$ cat src/rtl/lc3b_types.sv
// rtl/lc3b_types.sv - shared LC-3b word/cacheline types and pmem responder state
package lc3b_types;

    typedef logic [15:0]  lc3b_word;
    typedef logic [127:0] lc3b_cacheline;

    typedef enum logic [1:0] {
        IDLE = 2'd0,
        BUSY = 2'd1,
        RESP = 2'd2
    } lc3b_pmem_state;

    localparam int LC3B_LINE_OFFSET_W = 4;

endpackage

$ cat src/rtl/pmem_line_array.sv
// rtl/pmem_line_array.sv - unreset line storage, synchronous write and registered read
module pmem_line_array
    import lc3b_types::*;
#(
    parameter int IDX_W = 5
) (
    input  logic                 clk,
    input  logic                 we,
    input  logic [IDX_W-1:0]     windex,
    input  lc3b_cacheline        wdata,
    input  logic                 re,
    input  logic [IDX_W-1:0]     rindex,
    output lc3b_cacheline        rdata
);

    lc3b_cacheline mem [2**IDX_W];
    lc3b_cacheline rdata_q;

    always_ff @(posedge clk) begin
        if (we) begin
            mem[windex] <= wdata;
        end
        if (re) begin
            rdata_q <= mem[rindex];
        end
    end

    assign rdata = rdata_q;

endmodule

$ cat src/rtl/pmem_responder.sv
// rtl/pmem_responder.sv - cacheline memory responder with programmable latency,
// one-cycle completion pulse and completed-transaction counters
module pmem_responder
    import lc3b_types::*;
#(
    parameter int IDX_W   = 5,
    parameter int LATENCY = 4
) (
    input  logic           clk,
    input  logic           reset,
    input  logic           pmem_read,
    input  logic           pmem_write,
    input  lc3b_word       pmem_address,
    input  lc3b_cacheline  pmem_wdata,
    output logic           pmem_resp,
    output lc3b_cacheline  pmem_rdata,
    output logic           pmem_err,
    output logic [15:0]    rd_count,
    output logic [15:0]    wr_count
);

    localparam logic [7:0] LAT_LOAD = 8'(LATENCY - 1);

    lc3b_pmem_state   state_q, state_d;
    logic [7:0]       cnt_q, cnt_d;
    logic             op_wr_q, op_wr_d;
    logic [IDX_W-1:0] idx_q, idx_d;
    lc3b_cacheline    wdata_q, wdata_d;
    logic             err_q, err_d;
    logic [15:0]      rd_cnt_q, rd_cnt_d;
    logic [15:0]      wr_cnt_q, wr_cnt_d;
    logic             rvalid_q, rvalid_d;

    logic             commit;
    logic             commit_wr;
    logic [IDX_W-1:0] commit_idx;
    lc3b_cacheline    commit_wdata;
    logic             req_held;
    lc3b_cacheline    arr_rdata;
    logic [IDX_W-1:0] addr_idx;

    logic unused_addr;
    assign unused_addr = ^{pmem_address[LC3B_LINE_OFFSET_W-1:0],
                           pmem_address[15:IDX_W+LC3B_LINE_OFFSET_W]};

    assign addr_idx = pmem_address[IDX_W+LC3B_LINE_OFFSET_W-1:LC3B_LINE_OFFSET_W];
    assign req_held = op_wr_q ? pmem_write : pmem_read;

    always_comb begin
        state_d      = state_q;
        cnt_d        = cnt_q;
        op_wr_d      = op_wr_q;
        idx_d        = idx_q;
        wdata_d      = wdata_q;
        err_d        = err_q;
        rd_cnt_d     = rd_cnt_q;
        wr_cnt_d     = wr_cnt_q;
        rvalid_d     = rvalid_q;
        commit       = 1'b0;
        commit_wr    = op_wr_q;
        commit_idx   = idx_q;
        commit_wdata = wdata_q;

        case (state_q)
            IDLE: begin
                if (pmem_read ^ pmem_write) begin
                    op_wr_d = pmem_write;
                    idx_d   = addr_idx;
                    wdata_d = pmem_wdata;
                    if (LATENCY == 1) begin
                        // Single-cycle latency commits straight from the live inputs.
                        state_d      = RESP;
                        commit       = 1'b1;
                        commit_wr    = pmem_write;
                        commit_idx   = addr_idx;
                        commit_wdata = pmem_wdata;
                    end else begin
                        state_d = BUSY;
                        cnt_d   = LAT_LOAD;
                    end
                end else if (pmem_read && pmem_write) begin
                    err_d = 1'b1;
                end
            end
            BUSY: begin
                if (!req_held) begin
                    state_d = IDLE;
                end else if (cnt_q == 8'd1) begin
                    state_d = RESP;
                    commit  = 1'b1;
                end else begin
                    cnt_d = cnt_q - 8'd1;
                end
            end
            default: begin
                state_d = IDLE;
            end
        endcase

        if (commit) begin
            if (commit_wr) begin
                wr_cnt_d = wr_cnt_q + 16'd1;
            end else begin
                rd_cnt_d = rd_cnt_q + 16'd1;
                rvalid_d = 1'b1;
            end
        end
    end

    always_ff @(posedge clk or posedge reset) begin
        if (reset) begin
            state_q  <= IDLE;
            cnt_q    <= '0;
            op_wr_q  <= 1'b0;
            idx_q    <= '0;
            wdata_q  <= '0;
            err_q    <= 1'b0;
            rd_cnt_q <= '0;
            wr_cnt_q <= '0;
            rvalid_q <= 1'b0;
        end else begin
            state_q  <= state_d;
            cnt_q    <= cnt_d;
            op_wr_q  <= op_wr_d;
            idx_q    <= idx_d;
            wdata_q  <= wdata_d;
            err_q    <= err_d;
            rd_cnt_q <= rd_cnt_d;
            wr_cnt_q <= wr_cnt_d;
            rvalid_q <= rvalid_d;
        end
    end

    pmem_line_array #(
        .IDX_W (IDX_W)
    ) u_array (
        .clk    (clk),
        .we     (commit && commit_wr),
        .windex (commit_idx),
        .wdata  (commit_wdata),
        .re     (commit && !commit_wr),
        .rindex (commit_idx),
        .rdata  (arr_rdata)
    );

    // The array itself has no reset, so the visible read line is masked until the first read.
    assign pmem_rdata = rvalid_q ? arr_rdata : '0;
    assign pmem_resp  = (state_q == RESP);
    assign pmem_err   = err_q;
    assign rd_count   = rd_cnt_q;
    assign wr_count   = wr_cnt_q;

endmodule

$ cat config.mk
export PLATFORM = sky130hd
export DESIGN_NAME = pmem_responder
export DESIGN_NICKNAME = d
export VERILOG_FILES = /design/src/rtl/lc3b_types.sv /design/src/rtl/pmem_line_array.sv /design/src/rtl/pmem_responder.sv
export SDC_FILE = /design/constraint.sdc
export NUM_CORES = 2
export LEC_CHECK = 0
export CAP_MARGIN = 20
export CELL_PAD_IN_SITES_DETAIL_PLACEMENT = 1
export CELL_PAD_IN_SITES_GLOBAL_PLACEMENT = 2
export CORE_AREA = 2 2 514 720
export CTS_CLUSTER_DIAMETER = 150
export DETAILED_ROUTE_END_ITERATION = 10
export DIE_AREA = 0 0 516 722
export PLACE_DENSITY = 0.75
export SYNTH_ARGS = -nofsm -noshare
export SYNTH_HDL_FRONTEND = slang
export SYNTH_SLANG_ARGS = --single-unit
export TNS_END_PERCENT = 1
$ cat constraint.sdc
create_clock -name clk -period 7.7 [get_ports clk]
set_input_delay 1.54 -clock clk [delete_from_list [all_inputs] [get_ports clk]]
set_output_delay 1.54 -clock clk [all_outputs]
set_load 0.05 [all_outputs]
## Word-level counts from Yosys, hierarchy flattened

Memory sizes are Yosys's and may differ from the RTL's. A register that Yosys moved wholly into a read port is not among the register bits.
Index checks and enable logic that the tools add are counted.

- $add $sub $neg: 3
- Equality and inequality tests: 7
- Mux-type cells: 15
- Bitwise gates (word level): 3
- Reduce and logical (&&, ||, !) cells: 12

Operators by type and width:

| kind | number |
|---|---|
| 128-bit two-way mux | 1 |
| 16-bit by 1-bit adder with 16-bit output, second input constant | 2 |
| 8-bit two-way mux | 3 |
| 8-bit one-hot mux with 2 select lines | 1 |
| 8-bit by 1-bit == test with 1-bit output, second input constant | 1 |
| 2-bit AND reduction | 4 |
| 8-bit by 1-bit subtractor with 8-bit output, second input constant | 1 |
| 1-bit two-way mux | 6 |
| 2-bit two-way mux | 3 |
| 2-bit inequality test, second input constant | 3 |
| 2-bit one-hot mux with 2 select lines | 1 |
| 4-bit AND reduction | 1 |
| 1-bit logical AND | 3 |
| 3-bit inequality test, second input constant | 1 |
| 3-bit AND reduction | 1 |
| 2-bit by 1-bit == test with 1-bit output, second input constant | 1 |
| 2-bit == test, second input constant | 1 |
| 2-bit logical NOT | 1 |
| 1-bit inverter | 2 |
| 2-bit nonzero test | 1 |
| 1-bit logical NOT | 1 |
| 1-bit XOR | 1 |

- Register bits after elaboration: 178
- Memory bits (writable): 4096
- Input port bits: 148
- Word-level logic and storage cells: 50
- Memories: 1

Memories:

| name | words | width | rd ports | clocked after Yosys merged registers in | wr ports | RTL line | source |
|---|---|---|---|---|---|---|---|
| u_array.mem | 32 | 128 | 1 | 1 | 1 | pmem_line_array.sv:16 | `lc3b_cacheline mem [2**IDX_W];` |

## Depth between registers and ports, before layout

- Word-level depth: 7
- Mapped depth: 7
- Depth with buffers taken out: 6

## Modules after synthesis

From an unflattened synthesis, not the netlist that was laid out.

- Cell total of the unflattened synthesis: 7343
- Area, all modules: 164485.3 um^2

By module, submodules not included:

| module | instances | cells an instance | area an instance (um^2) | sequential area each (um^2) |
|---|---|---|---|---|
| pmem_line_array | 1 | 6440 | 156517.6 | 126841.7 |
| pmem_responder | 1 | 903 | 7967.6 | 4454.3 |

## Worst setup path after synthesis

Ideal clock, no wire load.

- Path type: input to register
- From: input pmem_write
- To: memory u_array.mem[0][0] in the netlist's numbering (enable)
- Arrival: 7829 ps
- Setup slack: -746 ps
- Stages on the path: 5
- Buffers on the path: 1
- Cells stage by stage: nand4b_1 -> nor3_2 -> or3b_1 -> clkbuf_1 -> nor2_1

- Cells in the longest elaborated chain, start to end: 6

RTL lines:

| item | RTL line | source |
|---|---|---|
| start, declared | pmem_responder.sv:12 | `input logic pmem_write,` |
| 1-bit two-way mux | pmem_responder.sv:47 | `assign req_held = op_wr_q ? pmem_write : pmem_read;` |
| 1-bit two-way mux | pmem_responder.sv:86 | `if (!req_held) begin` |
| 1-bit two-way mux | pmem_responder.sv:64 | `case (state_q)` |
| 1-bit logical AND | pmem_responder.sv:138 | `.we (commit && commit_wr),` |
| 1-bit two-way mux | pmem_line_array.sv:20 | `if (we) begin` |
| 1-bit two-way mux (implied by the code) | pmem_line_array.sv:21 | `mem[windex] <= wdata;` |
| end, declared | pmem_line_array.sv:16 |  |

Every way passes these cells.

## Worst setup path after layout

- From: register rvalid_q
- To: output pmem_rdata[30]

- Cells in the longest elaborated chain, start to end: 1

RTL lines:

| item | RTL line | source |
|---|---|---|
| start, declared | pmem_responder.sv:32 | `logic rvalid_q, rvalid_d;` |
| start signal, assigned | pmem_responder.sv:130 | `rvalid_q <= rvalid_d;` |
| 128-bit two-way mux | pmem_responder.sv:147 | `assign pmem_rdata = rvalid_q ? arr_rdata : '0;` |
| end, declared | pmem_responder.sv:16 | `output lc3b_cacheline pmem_rdata,` |

Every way passes these cells.

==> results.md <==
- Outcome: complete, no violations
- Clock tree buffer depth: 4
- CTS Sinks: 4,402
- Yosys top cell area share: 77.24%
- Resized cells post-CTS: 0
- Critical path class: register to output pin
- Max Freq: 194.3 MHz
- Largest net degree at the start of global routing: 125
- Slack of the critical path: 2.554 ns
- CTS Hold Buffers Added: 0
- Finished Cell Area: 0.1881 mm2
- Setup violators final: 0
- Antenna violations before repair: 29
- Worst slew pin tran: 1.163 ns
- Port buffer count: 298
- Flop2flop setup slack: 3.00 ns
- CP top delay family: buffers and inverters
- Slew Limit Fails: 0
- Syn Area/Cell: 22.83 um2
- Register area share after synthesis: 79.96%
- Register area: 0.1313 mm2
- Area delta synth->final: 14.54%
- Vias in the first global route: 83,750
- Ranking of synthesized cells by area: edfxtp_1 (77%), mux4_2 (14%), dfrtp_1 (2.7%), a22oi_1 (2.3%), nand2_1 (0.97%)
- Util after Layout: 51.40%
- Max Cap Violations: 0
- Clk slew on worst S/H paths: 0.06 ns
- Syn Inst Count: 7,192
- Top_reg_cell synth: edfxtp_1
- Worst hold path class: register to register
- Critical path endpoint category: output pin
- Iter 0 DRT Violations: 9,580
- Layout cells sized above 1: 23.03%
- Syn_nets: 7,345
- WL/cell: 35.03 um
- CORE AREA: 0.3659 mm2
- Die height: 722 um
- Period utilization: 66.83%
- P per Cell Area: 362.8 mW/mm2
- Total congestion overflow: 0
- Worst-path fanout max: 74
- Yosys reg bits: 4,402
- Final hold viol count: 0
- H-tree depth: 5
- Worst Clk Skew: 0.08765 ns
- Initial Util: 44.88%
- Synth Cell Area: 0.1642 mm2
- Inserted Clock Buffers: 412
- Clock Latency Late Sink: 0.96 ns
- First-pass GRT wire length: 638,000 um
- RSZ-0062 raised after global routing: no
- Cell Rows: 263
- Area of the multi-input gates: 0.03157 mm2
- Worst path bufs/invs: 2
- Asr flop ratio synth: 4.044%
- Die ar.: 0.3726 mm2
- TritonCTS clock tree: done
- Die X: 516 um
- Largest area contributor in the netlist: edfxtp_1
- Max_slew headroom: 22.45%
- Leak: 58.52 nW
- Setup slack at placement: 1.956 ns
- Root Buffer: clkbuf_16
- WHS: 0.4914 ns
- Peak VDD IR: 290.7 uV
- Yosys synthesis warning count: 0
- Worst EP required: 6.16 ns
- Drt drc: 0
- Top Ports: 310
- Cell variety after synth: 50
- GRT Total Usage: 24.28%
- Critical Path AT: 3.61 ns
- Tmin final: 5.146 ns
- DRT Pass-1 Iters: 6
- Vias/cell: 6.135
- Dpl hpwl: 211,100 um
- FILL cells: 31,780
- CP Launch Type: register
- Vias: 79,270
- Slowest Stage Delay on Critical Path: 0.90 ns
- Number of synthesized flops with an enable pin: 4,224
- Crit path max-delay cell type: dfrtp_4
- Post-CTS setup buffer count: 0
- Nets: 7,819
- Dpl cell area: 0.1742 mm2
- Antenna viol nets, final: 0
- Total Wirelength: 452,600 um
- Critical Path, Cell by Cell: buf_4 -> and2_1 -> clkdlybuf4s50_1
- Routability cong.: 0.7319
==> path summary, 6_finish.rpt <==
kind                              startpoint  cells past startpoint              endpoint
min in group asynchronous              reset                      2          wr_count[13]
max in group asynchronous              reset                      3      commit_wdata[48]
worst max-delay path                rvalid_q                      3        pmem_rdata[30]
worst min-delay path            rd_count[15]                      1          rd_count[15]
worst max register to register      cnt_q[1]                      7  u_array.mem[31][106]
worst min register to register  rd_count[15]                      1          rd_count[15]
==> where the power goes <==
group | switching [W] | internal [W] | total [W] | leakage, nW
sequential | 0.00278 | 0.0301 | 0.0329 | 40.5
combinational | 0.00867 | 0.00620 | 0.0149 | 11.5
clock | 0.00894 | 0.0116 | 0.0205 | 6.56
==> per-stage QoR <==
stage / total power (W) / cells / setup TNS, ns
floorplan: 0.04215 / 7192 / -2280.42
global placement: 0.04768 / 12140 / 0
detailed placement: 0.04826 / 12140 / 0
CTS: 0.06864 / 12890 / 0
global route: 0.07066 / 12910 / 0
finish: 0.06824 / 12920 / 0
==> state kept, by name (all words and copies together), names as in the netlist <==
register,cells
commit_wdata,128
commit_wr,1
u_array.rdata,128
rd_count,16
rvalid_q,1
commit_idx,5
u_array.mem,4096
wr_count,16
pmem_err,1
state_q,2
cnt_q,8
==> cell usage after synthesis (3+ instances only) <==
master / count
edfxtp_1: 4224
mux4_2: 1024
a22oi_1: 512
nand2_1: 425
clkbuf_1: 254
dfrtp_1: 178
nand4_1: 134
and2_1: 131
buf_2: 105
nor2_1: 44
buf_1: 32
xnor2_1: 19
nand3_1: 16
nor3_1: 12
xor2_1: 11
inv_1: 7
ha_1: 5
nand3b_1: 5
nor3b_1: 4
o211ai_1: 4
and3_1: 3
and3b_1: 3
nor4_1: 3
or4_1: 3
==> metal layers <==
metal / global-route usage (%) / wire length (um) / up-vias
li1: - / - / 31380
met1: 32.13 / 172700 / 43480
met2: 40.90 / 230400 / 3713
met3: 4.709 / 35680 / 672
met4: 7.113 / 13620 / 22
met5: 0 / 132 / -
==> cells by family after synthesis <==
| group | count (synthesis) | synth area share, % |
|---|---|---|
| AOI/OAI and AO/OA | 526 | 2.406 |
| muxes | 1029 | 14.08 |
| xor gates and xnor gates | 30 | 0.1600 |
| adders and majority gates | 5 | 0.03810 |
| DFF | 4402 | 79.96 |
| buffers and inverters | 398 | 0.9898 |
| and+or+nand+nor | 802 | 2.372 |
==> area by class of cell <==
cell class	instances	area share, %
Antenna cell	12	0.01597
Multi-Input combinational cell	2392	16.79
Sequential cell	4402	69.82
Inverter	7	0.01796
Clock inverter	244	1.350
Timing Repair Buffer	451	2.954
Tap cell	4902	3.261
Clock buffer	510	5.798
==> cells in the final DEF (no fill, tap or decap), types with 3 or more instances in the layout <==
| cell type | n |
|---|---|
| nand3_1 | 16 |
| buf_12 | 93 |
| nand3b_1 | 5 |
| inv_6 | 14 |
| mux4_2 | 1024 |
| nor4_1 | 3 |
| xor2_1 | 11 |
| clkbuf_16 | 418 |
| nor2_4 | 33 |
| clkinvlp_4 | 20 |
| clkbuf_1 | 82 |
| o211ai_1 | 4 |
| bufinv_16 | 44 |
| diode_2 | 12 |
| a22oi_1 | 512 |
| buf_16 | 13 |
| nor3_1 | 11 |
| clkinv_8 | 7 |
| buf_4 | 47 |
| and2_4 | 3 |
| or4_1 | 3 |
| edfxtp_1 | 4224 |
| nand4_1 | 134 |
| ha_1 | 5 |
| dfrtp_4 | 3 |
| clkinv_4 | 6 |
| nand2_1 | 424 |
| clkbuf_8 | 10 |
| nor3b_1 | 3 |
| and2_1 | 128 |
| inv_8 | 3 |
| inv_1 | 6 |
| clkdlybuf4s50_1 | 298 |
| nor2_1 | 11 |
| clkinv_2 | 82 |
| clkinv_1 | 64 |
| dfrtp_1 | 175 |
| xnor2_1 | 19 |
Power figures use the tool's default switching activity.
